File: src/rtl/ahb_arb_pkg.sv
// Shared constants and one-hot/index helpers for the 5-master AHB-Lite arbiter.
package ahb_arb_pkg;

    localparam int NM     = 5;
    localparam int MIDX_W = 3;

    function automatic logic [NM-1:0] onehot5(input logic [MIDX_W-1:0] idx);
        onehot5 = 5'b00001 << idx;
    endfunction

    function automatic logic [MIDX_W-1:0] idx5(input logic [NM-1:0] oh);
        idx5 = '0;
        for (int i = 0; i < NM; i++) begin
            if (oh[i]) idx5 = MIDX_W'(i);
        end
    endfunction

endpackage

File: src/rtl/ahb_arb5_rr_pick5.sv
// Combinational round-robin picker: scans ptr+1 .. ptr+4 (mod 5), checks ptr itself last.
import ahb_arb_pkg::*;

module rr_pick5 (
    input  logic [NM-1:0]     req,
    input  logic [MIDX_W-1:0] ptr,
    output logic [MIDX_W-1:0] gnt_idx,
    output logic              any_req
);

    always_comb begin
        logic              found;
        logic [MIDX_W-1:0] cidx;
        gnt_idx = ptr;
        any_req = |req;
        found   = 1'b0;
        cidx    = '0;
        for (int k = 1; k <= NM; k++) begin
            cidx = MIDX_W'((int'(ptr) + k) % NM);
            if (!found && req[cidx]) begin
                gnt_idx = cidx;
                found   = 1'b1;
            end
        end
    end

endmodule

File: src/rtl/ahb_arb5.sv
// Round-robin AHB-Lite arbiter for 5 masters with hold limit, locked transfers and
// one-hot address/data-phase selects feeding AND-OR bus muxes.
import ahb_arb_pkg::*;

module ahb_arb5 #(
    parameter int DEF_M    = 0,
    parameter int MAX_HOLD = 8
) (
    input  logic              hclk,
    input  logic              hreset,
    input  logic [NM-1:0]     hreq,
    input  logic [NM-1:0]     hlock,
    input  logic              hready,
    output logic [NM-1:0]     addr_sel,
    output logic [NM-1:0]     data_sel,
    output logic [MIDX_W-1:0] hmaster,
    output logic              hmastlock
);

    localparam logic [MIDX_W-1:0] DEF_IDX   = MIDX_W'(DEF_M);
    localparam logic [7:0]        HOLD_LAST = 8'(MAX_HOLD - 1);

    logic [MIDX_W-1:0] owner_p0;
    logic [NM-1:0]     data_sel_p1;
    logic [7:0]        hold_cnt_p0;

    logic              own_req;
    logic              own_lock;
    logic              arb_ok;
    logic [MIDX_W-1:0] pick_idx;
    logic              any_req;
    logic [MIDX_W-1:0] next_owner;

    assign own_req  = hreq[owner_p0];
    assign own_lock = hlock[owner_p0];

    // A locked, requesting owner can never reach arb_ok through the hold limit.
    assign arb_ok = hready & (~own_req | (~own_lock & (hold_cnt_p0 == HOLD_LAST)));

    rr_pick5 u_pick (
        .req     (hreq),
        .ptr     (owner_p0),
        .gnt_idx (pick_idx),
        .any_req (any_req)
    );

    assign next_owner = any_req ? pick_idx : DEF_IDX;

    // Address phase (p0) and data phase (p1) ownership
    always_ff @(posedge hclk) begin
        if (hreset) begin
            owner_p0    <= DEF_IDX;
            data_sel_p1 <= onehot5(DEF_IDX);
            hold_cnt_p0 <= '0;
        end else if (hready) begin
            data_sel_p1 <= onehot5(owner_p0);
            if (arb_ok) begin
                owner_p0    <= next_owner;
                hold_cnt_p0 <= '0;
            end else if (own_req && hold_cnt_p0 != HOLD_LAST) begin
                hold_cnt_p0 <= hold_cnt_p0 + 8'd1;
            end
        end
    end

    assign addr_sel  = onehot5(owner_p0);
    assign data_sel  = data_sel_p1;
    assign hmaster   = owner_p0;
    assign hmastlock = ~hreset & own_lock & own_req;

    a_sel_onehot : assert property (@(posedge hclk) disable iff (hreset)
        $onehot(addr_sel) && $onehot(data_sel));

endmodule

File: config.mk
export PLATFORM = sky130hd
export DESIGN_NAME = ahb_arb5
export DESIGN_NICKNAME = d
export VERILOG_FILES = /design/src/rtl/ahb_arb_pkg.sv /design/src/rtl/ahb_arb5_rr_pick5.sv /design/src/rtl/ahb_arb5.sv
export SDC_FILE = /design/constraint.sdc
export NUM_CORES = 1
export LEC_CHECK = 0
export CORE_MARGIN = 1
export CORE_UTILIZATION = 53
export DETAILED_ROUTE_END_ITERATION = 8
export MAX_ROUTING_LAYER = met4
export PLACE_DENSITY = 0.79
export SYNTH_ARGS = -nofsm -noshare
export SYNTH_HDL_FRONTEND = slang
export SYNTH_SLANG_ARGS = --single-unit
File: constraint.sdc
create_clock -name hclk -period 4.1 [get_ports hclk]
set_input_delay 0.82 -clock hclk [delete_from_list [all_inputs] [get_ports hclk]]
set_output_delay 0.82 -clock hclk [all_outputs]
set_load 0.1 [all_outputs]
-- Word-level counts from Yosys, hierarchy flattened
Cells that the tools add are included.
W data, S select, Z words.
- bitwise gates (word level): 8
- equality and inequality tests: 3
- $lt $le $gt $ge: 6
- $add $sub $neg: 6
- reduce and logical (&&, ||, !) cells: 13
- divide/modulo/power cells: 5
- shifts and indexed selects: 1
- mux-type cells: 26
- operators by type and width (operator ; count):
    $mod A32 B4 Y32 const B ; 5
    $lt A3 B4 Y1 const B ; 6
    $bmux W1 S3 ; 7
    $mux W3 ; 6
    $mux W8 ; 2
    $mux W1 ; 11
    $add A3 B2 Y4 const B ; 2
    $add A3 B3 Y4 const B ; 2
    $add A8 B1 Y8 const B ; 1
    $eq A8 B3 Y1 const B ; 1
    $ne A8 B3 Y1 const B ; 1
    $ne A6 B1 Y1 const B ; 1
    $logic_and A1 B1 Y1 ; 5
    $reduce_or A5 Y1 ; 1
    $shl A1 B3 Y5 const A ; 1
    $add A3 B1 Y4 const B ; 1
    $and A1 B1 Y1 ; 4
    $logic_not A1 Y1 ; 4
    $not A1 Y1 ; 3
    $reduce_and A3 Y1 ; 1
    $reduce_and A2 Y1 ; 1
    $reduce_bool A2 Y1 ; 1
    $or A1 B1 Y1 ; 1
- register bits: 16
- output and inout port bits: 14
- logic and storage cells: 71
- input port bits: 13

-- Depth between registers and ports, before layout
- word-level depth: 18
- depth in mapped cells: 20
- depth with buffers taken out: 17

-- By module
From an unflattened synthesis, not the netlist that was laid out.
- cells, all modules: 349
- area, all modules: 2758.9 um^2
- modules (own cells, without submodules) (module ; cells an instance ; times used ; area an instance (um^2) ; sequential area each (um^2)):
    rr_pick5 ; 253 ; 1 ; 1921.8 ; 0.0
    ahb_arb5 ; 96 ; 1 ; 837.1 ; 320.3

-- Worst setup path before layout
OpenSTA, ideal clock, no wires.
- path kind: reg2out
- start: register owner_p0[0] (netlist: hmaster[0])
- end: output port hmastlock
- stages on the path, launching flop included: 6
- path buffers: 2
- required time: 3.280 ns
- arrival: 4.924 ns
- setup slack: -1.644 ns
- cells stage by stage: dfxtp_1 buf_2 clkbuf_1 mux2i_1 o21ai_0 nor4bb_1
- cells in the longest elaborated chain, start to end: 4
- RTL lines (element ; line ; source):
    from (decl) ; ahb_arb5.sv:23 ; logic [MIDX_W-1:0] owner_p0;
    from (signal assigned) ; ahb_arb5.sv:58 ; owner_p0 <= next_owner;
    $bmux W1 S3 ; ahb_arb5.sv:35 ; assign own_lock = hlock[owner_p0];
    $mux W1 (implied by the code) ; ahb_arb5.sv:35 ;
    $and A1 B1 Y1 ; ahb_arb5.sv:69 ; assign hmastlock = ~hreset & own_lock & own_req;
    $and A1 B1 Y1 * ; ahb_arb5.sv:69 ;
    to (decl) ; ahb_arb5.sv:17 ; output logic hmastlock
Mark *: on every way between the ends. The rest lies on a longest branch, timed or not. The select of a mux whose other input is x is not followed.

-- Final worst setup path
- start: register owner_p0[0] (netlist: hmaster[0])
- end: register owner_p0[1] (netlist: hmaster[1])
- cells in the longest elaborated chain, start to end: 18
- RTL lines (element ; line ; source):
    $add A3 B1 Y4 ; ahb_arb5_rr_pick5.sv:19 ; cidx = MIDX_W'((int'(ptr) + k) % NM);
    $mod A32 B4 Y32 ; ahb_arb5_rr_pick5.sv:19 ;
    $bmux W1 S3 ; ahb_arb5_rr_pick5.sv:20 ; if (!found && req[cidx]) begin
    $mux W1 (implied by the code) ; ahb_arb5_rr_pick5.sv:20 ;
    $mux W1 ; ahb_arb5_rr_pick5.sv:20 ;
    $logic_not A1 Y1 ; ahb_arb5_rr_pick5.sv:20 ;
    $logic_and A1 B1 Y1 ; ahb_arb5_rr_pick5.sv:20 ;
    $mux W1 ; ahb_arb5_rr_pick5.sv:20 ;
    (+2 left out) ; n/a ;
    $mux W1 ; ahb_arb5_rr_pick5.sv:20 ;
    $logic_not A1 Y1 ; ahb_arb5_rr_pick5.sv:20 ;
    $logic_and A1 B1 Y1 ; ahb_arb5_rr_pick5.sv:20 ;
    $mux W1 ; ahb_arb5_rr_pick5.sv:20 ;
    $logic_not A1 Y1 ; ahb_arb5_rr_pick5.sv:20 ;
    $logic_and A1 B1 Y1 ; ahb_arb5_rr_pick5.sv:20 ;
    $ne A6 B1 Y1 (no line) or $mux W3 (tied branches) ; n/a ;
    $reduce_and A3 Y1 (no line) or $mux W3 (tied branches) ; n/a ;
Several ways; a longest one is shown, not always the timed one. The select of a mux whose other input is x is not followed.
A chain may end at the register's enable or synchronous reset.

==> results.yml <==
critical_path:
  critPathMaxFanout: 7
  critPathLaunch: "hmaster[0]$_SDFFE_PP0P_"
  worst_ep_arrival_time_ns: 4.06
  crit_path_frequent_cell: "ha_1"
  crit_buf_inv: 1
  cpMaxStageDelayCell: "dfxtp_4"
  crit_family: "simple AND/OR/NAND/NOR gates"
  path_class: "reg -> reg"
  end_kind: "flip-flop"
  startpoint_type: "flip-flop"
  critical_path_required_ns: 4.23
  cp_cell_sequence: "ha_1 > ha_1 > inv_1 > ha_1 > or3_1 > and3_1 > nor2_2 > ha_1 > mux4_2 > a21oi_1 > nor2_1 > o32ai_2 > nand3b_1 > nor3_1 > o21ai_0 > o211ai_1"
  timing.rr.start: "hmaster[0]$_SDFFE_PP0P_"
  cpPeakStageDelay_ns: 0.37
final_layout:
  area_growth_pct: 18.4
  register_area_um2: 332
  finalNetCount: 416
  fillerInstances: 426
  diodes: 0
  drive_gt1_frac: 0.152
  multi_input_area_mm2: 0.00222
  layout_commonest_cell: "nor2_1"
  layout_common_cells: "29 x nor2_1, 27 x ha_1, 22 x inv_1"
floorplan:
  initial_core_util: 0.556
  row_count: 25
  ios: 27
  core_area_mm2: 0.00475
  die_area_mm2: 0.00528
  die_h_um: 72.6
  die_width_um: 72.6
sta:
  period_minus_slack_ns: 3.92
  setup_tns_ns: 0
  tightest_slew_ns: 0.982
  setup_viol: 0
  fin_crit_sh: 0.957
  hold_violations: 0
  slew_violations: 0
  max_slew_margin: 0.343
  rsz0062_at_grt: "false"
  clock.fmax_ghz: 0.255
  clock-skew-final_ns: 0.0100
global_routing:
  grt_pass1_wl_mm: 12.0
  grt_usage: 0.298
  grt-ovfl-total: 0
  grt_pass1_vias: 2537
  grt_start_max_net_pins: 33
  grt_antenna_before_repair: 0
power:
  power_mw: 2.47
  netSwitchingFraction: 0.560
  seq_power_share: 0.084
  cellPowerDensity_mw_per_mm2: 789
  combPwrFrac: 0.865
  vdd_drop_max_v: 0.000363
  clock_power_share: 0.050
  switchingPower_mw: 1.38
  p_leak_nw: 1.29
  internal_power_mw: 1.09
min_path:
  hold_path.startpoint: "data_sel[1]$_SDFFE_PP0P_"
  min_path_type: "reg -> reg"
routing:
  ant_nets: 0
  drc: 0
  dr_total_vias: 2807
  drt-total-wl_mm: 7.38
  wl_per_cell_um: 16.7
  drt_iter0_drc: 188
  drtPass1Iterations: 5
  avgViaCountPerCell: 6.37
logic_synthesis:
  synth-seq-cells: 16
  synth_area_mm2: 0.00265
  synth_nets: 390
  synth_flop_cell: "dfxtp_1"
  post_synth_inst_count: 349
  synth.avg_cell_area_um2: 7.58
  ys_seq_area_frac: 0.121
  synth_cell_types: 71
  synth_edf_count: 0
  yosysWarnings: 0
  ys_async_sr_fraction: 0
clock_tree:
  cts_hold_buffers: 0
  clk_path_buf_depth: 2
  root_buffer: "clkbuf_8"
  cts_buffers: 3
  cts_tree: "done"
  clock_latency_ns: 0.25
  htreeDepth: 1
  cts.sink_count: 16
  postCtsSetupRepairBufs: 0
  cts.reportedPaths.clkPinSlew_ns: 0.07
placement:
  io_buffers: 26
  place_hpwl_mm: 5.74
  place_congestion: 0.980
flow_run:
  drv_cap: 0
run_status:
  outcome: "finished clean"
-- cells by family after synthesis --
group	share of synthesized area
xor+xnor	0.0397
buf+inv	0.0643
simple gates	0.256
fa+ha+maj	0.132
mux	0.0473
flops	0.121
compound gates	0.339
-- stage by stage --
stage                     worst slack, ns  std cells  hold slack, ns  instance area (um^2)   util
after floorplan                  0.000409        349           0.480                  2730      -
after global routing               0.0146        441           0.545                  3130  0.659
after global placement              0.246        437           0.475                  3070  0.646
final                               0.175        441           0.494                  3130  0.659
after detailed placement            0.248        437           0.483                  3070  0.646
after CTS                           0.222        441           0.500                  3120  0.656
-- cell usage after synthesis (7+ instances only) --
library cell	n	area [um^2]
nor2_1	30	113
ha_1	28	350
inv_1	22	82.6
nand2_1	21	78.8
o21ai_0	17	85.1
a21oi_1	16	80.1
dfxtp_1	16	320
clkbuf_1	15	56.3
and2_1	11	68.8
a211oi_1	10	75.1
nand3_1	10	50.1
nor2b_1	9	56.3
mux2i_1	8	80.1
nand2b_1	7	43.8
nor3_1	7	35.0
-- repair_timing --
| item | CTS | global route |
|---|---|---|
| endpoints found under the setup margin | 0 | 3 |
| endpoints found under the hold margin | 0 | 0 |
| resized for setup | 0 | 3 |
-- worst reg2reg max path, stage by stage, from the launching register on --
cell	delay, ns
dfxtp_4	0.37
ha_1	0.27
ha_1	0.31
inv_1	0.07
ha_1	0.21
or3_1	0.35
and3_1	0.24
nor2_2	0.18
ha_1	0.29
mux4_2	0.29
a21oi_1	0.13
nor2_1	0.08
o32ai_2	0.33
nand3b_1	0.19
nor3_1	0.21
o21ai_0	0.10
o211ai_1	0.16
-- layer usage --
metal	part of all wire	vias up	global-route usage
met2	0.48	101	0.491
met4	0.023	0	0.0959
met5	0	-	-
met3	0.054	16	0.0359
met1	0.44	1337	0.379
li1	-	1353	-
-- sequential cells by signal, indices dropped and copies added (netlist names) --
register,count
data_sel,5
hmaster,3
hold_cnt_p0,8
-- power by group through the flow --
stage	registers [mW]	logic, mW	clock network, mW
final	0.209	2.14	0.125
after global routing	0.213	2.29	0.132
after CTS	0.209	2.09	0.126
after detailed placement	0.212	2.08	0
after global placement	0.211	2.05	0
after floorplan	0.307	1.51	0
-- path summary, 6_finish.rpt --
path	depth (start not counted)	endpoint	slack [ns]
worst max-delay path	16	hmaster[1]$_SDFFE_PP0P_	0.18
worst min-delay path	2	data_sel[1]$_SDFFE_PP0P_	0.49
worst max register to register	16	hmaster[1]$_SDFFE_PP0P_	0.18
worst min register to register	2	data_sel[1]$_SDFFE_PP0P_	0.49
-- layout make-up --
class,instances,share of cell area
Tap cell,67,0.0268
Timing Repair Buffer,41,0.118
Inverter,23,0.0276
Sequential cell,16,0.106
Clock buffer,4,0.0144
Multi-Input combinational cell,290,0.707
(Power assumes the default switching activity.)
